===== src/rtl/fault_latch_if.sv =====
// Fault bus between the raw comparator/DSP side and the fault latch block.
// The master drives the raw faults and the clear request; the slave returns the latched status.
interface fault_latch_if #(
    parameter int N_CH = 6
);
    logic [N_CH-1:0] flt_raw;
    logic            flt_clr;
    logic [N_CH-1:0] flt_lat;
    logic            pwm_kill;
    logic [2:0]      first_id;
    logic            clr_rej;

    modport master (
        output flt_raw,
        output flt_clr,
        input  flt_lat,
        input  pwm_kill,
        input  first_id,
        input  clr_rej
    );

    modport slave (
        input  flt_raw,
        input  flt_clr,
        output flt_lat,
        output pwm_kill,
        output first_id,
        output clr_rej
    );
endinterface


===== src/rtl/fault_latch.sv =====
// Per-channel glitch filter and fault latch with PWM kill, first-fault capture
// and DSP clear handling (clears are refused while the synced fault is still high).
module fault_latch #(
    parameter int N_CH     = 6,
    parameter int FILT_CYC = 8,
    parameter int CNT_W    = 4
) (
    input  logic         clk,
    input  logic         rst,
    fault_latch_if.slave bus
);

    typedef enum logic [1:0] {IDLE, FILT, LATCHED} state_e;

    logic [N_CH-1:0]  sync1_q;
    logic [N_CH-1:0]  s_q;
    state_e           state_q [N_CH];
    state_e           state_d [N_CH];
    logic [CNT_W-1:0] cnt_q   [N_CH];
    logic [CNT_W-1:0] cnt_d   [N_CH];
    logic [2:0]       first_id_q;
    logic [2:0]       first_id_d;
    logic             clr_rej_q;
    logic             clr_rej_d;
    logic [N_CH-1:0]  latchNow;
    logic [N_CH-1:0]  latNext;
    logic [N_CH-1:0]  latVec;

    // State register: synchroniser, channel FSMs, first-fault id and reject pulse.
    always_ff @(posedge clk) begin
        if (rst) begin
            sync1_q    <= '0;
            s_q        <= '0;
            first_id_q <= '0;
            clr_rej_q  <= 1'b0;
            for (int i = 0; i < N_CH; i++) begin
                state_q[i] <= IDLE;
                cnt_q[i]   <= '0;
            end
        end else begin
            sync1_q    <= bus.flt_raw;
            s_q        <= sync1_q;
            first_id_q <= first_id_d;
            clr_rej_q  <= clr_rej_d;
            for (int i = 0; i < N_CH; i++) begin
                state_q[i] <= state_d[i];
                cnt_q[i]   <= cnt_d[i];
            end
        end
    end

    // Next-state logic. A channel only looks at the clear once it is already latched,
    // so a clear arriving on the latching cycle cannot cancel or reject that latch.
    always_comb begin
        latchNow  = '0;
        latNext   = '0;
        clr_rej_d = 1'b0;
        for (int i = 0; i < N_CH; i++) begin
            state_d[i] = state_q[i];
            cnt_d[i]   = cnt_q[i];
            case (state_q[i])
                IDLE: begin
                    if (s_q[i]) begin
                        if (FILT_CYC == 1) begin
                            state_d[i]  = LATCHED;
                            cnt_d[i]    = '0;
                            latchNow[i] = 1'b1;
                        end else begin
                            state_d[i] = FILT;
                            cnt_d[i]   = CNT_W'(1);
                        end
                    end
                end
                FILT: begin
                    if (!s_q[i]) begin
                        state_d[i] = IDLE;
                        cnt_d[i]   = '0;
                    end else if (cnt_q[i] == CNT_W'(FILT_CYC - 1)) begin
                        state_d[i]  = LATCHED;
                        cnt_d[i]    = '0;
                        latchNow[i] = 1'b1;
                    end else begin
                        cnt_d[i] = cnt_q[i] + 1'b1;
                    end
                end
                LATCHED: begin
                    if (bus.flt_clr) begin
                        if (!s_q[i]) begin
                            state_d[i] = IDLE;
                            cnt_d[i]   = '0;
                        end else begin
                            clr_rej_d = 1'b1;
                        end
                    end
                end
                default: begin
                    state_d[i] = IDLE;
                    cnt_d[i]   = '0;
                end
            endcase
            latNext[i] = (state_d[i] == LATCHED);
        end

        // Descending scan so the lowest simultaneously latching channel wins.
        first_id_d = first_id_q;
        if (latNext == '0) begin
            first_id_d = '0;
        end else if (first_id_q == '0) begin
            for (int i = N_CH - 1; i >= 0; i--) begin
                if (latchNow[i]) begin
                    first_id_d = 3'(i + 1);
                end
            end
        end
    end

    // Outputs decode straight from the state registers, so pwm_kill adds no latency.
    always_comb begin
        latVec = '0;
        for (int i = 0; i < N_CH; i++) begin
            latVec[i] = (state_q[i] == LATCHED);
        end
    end

    assign bus.flt_lat  = latVec;
    assign bus.pwm_kill = |latVec;
    assign bus.first_id = first_id_q;
    assign bus.clr_rej  = clr_rej_q;

endmodule


===== src/flat_wrapper.sv =====
// flat-port wrapper written by rule: the top's interface ports become plain ports
module fault_latch_flat 
#(
    parameter int N_CH     = 6,
    parameter int FILT_CYC = 8,
    parameter int CNT_W    = 4
)
  (clk, rst, bus_flt_raw, bus_flt_clr, bus_flt_lat, bus_pwm_kill, bus_first_id, bus_clr_rej);
  fault_latch_if #(.N_CH(N_CH)) bus_i ();
  input  logic clk;
  input  logic rst;
  input wire logic [$bits(bus_i.flt_raw)-1:0] bus_flt_raw;
  input wire logic [$bits(bus_i.flt_clr)-1:0] bus_flt_clr;
  output wire logic [$bits(bus_i.flt_lat)-1:0] bus_flt_lat;
  output wire logic [$bits(bus_i.pwm_kill)-1:0] bus_pwm_kill;
  output wire logic [$bits(bus_i.first_id)-1:0] bus_first_id;
  output wire logic [$bits(bus_i.clr_rej)-1:0] bus_clr_rej;
  assign bus_i.flt_raw = bus_flt_raw;
  assign bus_i.flt_clr = bus_flt_clr;
  assign bus_flt_lat = bus_i.flt_lat;
  assign bus_pwm_kill = bus_i.pwm_kill;
  assign bus_first_id = bus_i.first_id;
  assign bus_clr_rej = bus_i.clr_rej;
  fault_latch #(.N_CH(N_CH), .FILT_CYC(FILT_CYC), .CNT_W(CNT_W)) u_core (.clk(clk), .rst(rst), .bus(bus_i));
endmodule

===== config.mk =====
export PLATFORM = sky130hd
export DESIGN_NAME = fault_latch_flat
export DESIGN_NICKNAME = d
export VERILOG_FILES = /design/src/rtl/fault_latch_if.sv /design/src/rtl/fault_latch.sv /design/src/flat_wrapper.sv
export SDC_FILE = /design/constraint.sdc
export NUM_CORES = 1
export LEC_CHECK = 0
export CAP_MARGIN = 40
export CORE_AREA = 2 2 86 88
export DETAILED_ROUTE_END_ITERATION = 8
export DIE_AREA = 0 0 88 90
export GPL_TIMING_DRIVEN = 1
export PLACE_DENSITY = 0.56
export SYNTH_ARGS = -nofsm -noshare
export SYNTH_HDL_FRONTEND = slang
export SYNTH_SLANG_ARGS = --single-unit

===== constraint.sdc =====
create_clock -name clk -period 4 [get_ports clk]
set_input_delay 0.8 -clock clk [delete_from_list [all_inputs] [get_ports clk]]
set_output_delay 0.8 -clock clk [all_outputs]
set_load 0.02 [all_outputs]

## Word-level counts from Yosys, hierarchy flattened

Memories as Yosys holds them, arrays and structs flattened.
Index checks and enable logic that the tools add are counted.

| storage, ports and cells | value |
|---|---|
| register bits after elaboration | 16 |
| RAM bits | 36 |
| input port bits | 9 |
| output and inout bits | 11 |
| logic and storage cells | 189 |
| memories | 2 |

Memories:

| name | depth | width | read ports | clocked after memory_dff | write ports | line | text |
|---|---|---|---|---|---|---|---|
| u_core.cnt_q | 6 | 4 | 6 | 0 | 6 | fault_latch.sv:19 | `logic [CNT_W-1:0] cnt_q [N_CH];` |
| u_core.state_q | 6 | 2 | 6 | 0 | 6 | fault_latch.sv:17 | `state_e state_q [N_CH];` |

| operators by class | value |
|---|---|
| add/subtract/negate cells | 6 |
| eq/ne operators | 24 |
| multiplexer cells | 129 |
| bitwise operators | 12 |
| reductions and logical operators | 12 |

Operator list:

| cell | number |
|---|---|
| $mux 4 | 36 |
| $mux 2 | 36 |
| $pmux 4 s3 | 6 |
| $mux 1 | 39 |
| $pmux 2 s3 | 6 |
| $add 4x1->4 const B | 6 |
| $eq 2x2->1 const B | 12 |
| $eq 4x3->1 const B | 6 |
| $mux 3 | 6 |
| $eq 2x1->1 const B | 6 |
| $logic_not 2->1 | 6 |
| $or 1x1->1 | 12 |
| $logic_not 6->1 | 1 |
| $reduce_bool 6->1 | 1 |
| $reduce_or 6->1 | 1 |
| $logic_not 3->1 | 1 |
| $reduce_and 2->1 | 1 |
| $reduce_or 2->1 | 1 |

## Longest topological paths before layout

| depth | value |
|---|---|
| depth in word-level cells | 18 |
| gate-level depth with buffers | 6 |
| gate-level depth less buffers | 6 |

## Worst setup path after synthesis

No wires, ideal clock.

| path | value |
|---|---|
| path kind | reg-to-output |
| from | memory u_core.state_q[0][0] (netlist bit) |
| to | output bus_pwm_kill |
| data arrival time | 1.083 ns |
| required time | 3.200 ns |
| setup slack | 2.117 ns |
| stages on the path, launching flop included | 4 |
| path buffers | 0 |
| path through | dfxtp_1 and2b_1 nor4_1 nand2_1 |

RTL lines:

| element | line | text |
|---|---|---|
| from (decl) | fault_latch.sv:17 |  |
| to (decl) | flat_wrapper.sv:15 | `output wire logic [$bits(bus_i.pwm_kill)-1:0] bus_pwm_kill;` |

==> impl_metrics.tcl <==
set metrics [dict create \
    cts_made_buffers 5 \
    power.density_nw_per_um2 345.0 \
    syn-num-nets 282 \
    ctsResizeCount 0 \
    cp.arrival_ps 1940 \
    crit_required_ps 3200 \
    io_pins 20 \
    rsz0062_at_grt "no" \
    reg2reg_slack_ps 2220 \
    tns_ps 0 \
    htreeDepth 2 \
    relSlewSlack_pct 72.77 \
    rr_worst_depth 6 \
    synth_top_area_share_pct 44.21 \
    clk_latency_ps 310 \
    grt_pass1_vias 1842 \
    die_w_um 88 \
    io_buffers 19 \
    tightest_slew_ps 398.1 \
    drtPass1Iterations 4 \
    die_height_um 90 \
    cts.clk_slew.worst_paths_ps 100 \
    grt_max_degree 20 \
    synthArstFlopShare_pct 0 \
    hold_violations 0 \
    leakage_uw 0.001075 \
    place.gp.congestion 0.7509 \
    hp-start "u_core.sync1_q[4]$_SDFF_PP0_" \
    finalClockSkew_ps 11.23 \
    status "finished clean" \
    fin_area_um2 2796 \
    wl_um 4777 \
    cts_tree "done" \
    period_minus_slack_ps 2738 \
    dp_hpwl_um 3541 \
    hold_buffers 0 \
    timing.rr.start "u_core.cnt_q[0][4]$_SDFFE_PP0P_" \
    drive_above_1_share_pct 6.186 \
    gr-total-overflow 0 \
    yosys.area.top_type "dfxtp_1" \
    nNetsFinal 305 \
    yosys-top-cells-area "dfxtp_1 44%, a21oi_1 4.7%, nor2b_1 4.5%" \
    wire_per_inst_um 12.25 \
    seq_area_frac_synth_pct 44.21 \
    r2r_end "u_core.bus.first_id[1]$_SDFFE_PP0P_" \
    cts_setup_buffers 0 \
    synth_warnings 0 \
    place_area_um2 2675 \
    num_antenna_cells 0 \
    end_kind "output pin" \
    dieArea_um2 7920 \
    synth_cell_type_count 38 \
    netlist_area_um2 2355 \
    setup_viol 0 \
    drv_slew 0 \
    post-route-period-util_pct 68.46 \
    ys.flop_type "dfxtp_1" \
    cts_sinks 52 \
    drc 0 \
    clk_path_buf_depth 2 \
    cts-root-buf "clkbuf_8" \
    core-area_um2 7020 \
    hold_depth 1 \
    min_to "u_core.s_q[4]$_SDFF_PP0_" \
    grt_usage_pct 13.21 \
    grt_pass1_wl_um 8535 \
    via_per_inst 4.928 \
    path_class "flip-flop to output pin" \
    synth-seq-cells 52 \
    start_kind "flip-flop" \
    critPathMaxFanout 7 \
    max_clock_freq_mhz 365.2 \
    syn_inst 267 \
    initial_utilization_pct 33.54 \
    ir_worst_vdd_v 0.0001413 \
    antenna_found_initial 0 \
    area_delta_synth_final_pct 18.76 \
    core.rowCount 31 \
    synth-edff-count 0 \
    synth_area_per_cell_um2 8.819 \
    maxCapViolCount 0 \
    first_iter_violations 106 \
    via_count 1922 \
    antenna_left 0 \
    hold_class "flip-flop to flip-flop" \
]
layout make-up:
class                      count  area, um2
fill                         740       4224
multi-input combinational    202       1260
sequential                    52       1041
timing repair buffer          23      227.7
tap                           99      123.9
clock buffer                   6      82.58
clock inverter                 2      38.79
inverter                       6      22.52
cell usage after synthesis (all sizes together) (2+ instances only):
cell type,count
dfxtp,52
nor2,24
a21oi,22
nor2b,19
o21ai,19
nand2,16
a22oi,14
and3b,12
and2,9
nand3,7
nor3,7
a2111oi,6
ha,6
inv,6
nand3b,6
or4,6
and2b,5
and3,5
clkbuf,5
nand2b,4
a31oi,2
buf,2
o221ai,2
o31ai,2
cell families after synthesis:
logic type	count (synthesis)	share of synthesized area (%)
simple gates	124	30.98
compound gates	72	19.34
flops	52	44.21
buf+inv	13	2.285
fa+ha+maj	6	3.188
cells in the final DEF, fill, tap and decap left out, types with 2 or more instances in the layout:
| master | n |
|---|---|
| o21ai_0 | 19 |
| inv_1 | 6 |
| and3_1 | 4 |
| and2_1 | 9 |
| dfxtp_1 | 52 |
| or4_1 | 6 |
| and3b_1 | 11 |
| nor3_1 | 7 |
| nand2b_1 | 4 |
| nand2_1 | 16 |
| a31oi_1 | 2 |
| a21oi_1 | 22 |
| nand3_1 | 7 |
| a2111oi_0 | 6 |
| nand3b_1 | 6 |
| nor2_1 | 24 |
| o31ai_1 | 2 |
| and2b_1 | 4 |
| o221ai_1 | 2 |
| buf_4 | 3 |
| clkdlybuf4s50_1 | 19 |
| a22oi_1 | 14 |
| clkbuf_8 | 6 |
| nor2b_4 | 2 |
| ha_1 | 6 |
| nor2b_1 | 17 |
state kept, by name, summed over array words and instances, names as in the netlist:
signal and flops:
u_core.bus.clr_rej 1, u_core.cnt_q 24, u_core.bus.first_id 3, u_core.s_q 6, u_core.sync1_q 6, u_core.state_q 12
worst max-delay path, stage by stage, from the launching register on:
cell	delay, ps
dfxtp_1	430
nor2b_1	390
nor4_1	110
nand2_1	90
clkdlybuf4s50_1	600
worst max-delay path by stage:
stage,from,cells after the start,end
floorplan,u_core.state_q[0][0]$_SDFF_PP0_,3,bus_pwm_kill
global placement,bus_flt_clr,6,u_core.bus.first_id[1]$_SDFFE_PP0P_
detailed placement,bus_flt_clr,6,u_core.bus.first_id[1]$_SDFFE_PP0P_
CTS,u_core.state_q[2][1]$_SDFF_PP0_,4,bus_pwm_kill
global route,u_core.state_q[0][0]$_SDFF_PP0_,4,bus_pwm_kill
finish,u_core.state_q[2][1]$_SDFF_PP0_,4,bus_pwm_kill
layer usage:
metal / vias to the layer above / routed length (um) / global-route usage, %
met2: 21 / 2149 / 20.01
met1: 874 / 2461 / 18.81
li1: 1022 / - / -
met3: 5 / 101 / 2.755
met5: - / 0 / 0
met4: 0 / 64 / 3.846
power by group:
group	switching (uW)	internal (uW)	leakage [uW]	total (uW)
sequential	9.15	528	0.000423	537
clock	178	205	0.0000614	383
combinational	22.6	22.2	0.000591	44.7
through the flow:
step                util (%)  hold slack [ps]  total power [uW]  setup WS, ps  std cells
floorplan                  -            413.8             574.6          2117        267
global placement       37.89            420.4             592.5          1342        381
detailed placement     38.10            423.1             594.3          1332        382
CTS                    39.83            446.7             978.6          1230        390
global route           39.83            463.9              1004          1093        390
finish                 39.83            443.1             964.9          1262        390
Power figures use the tool's default switching activity.
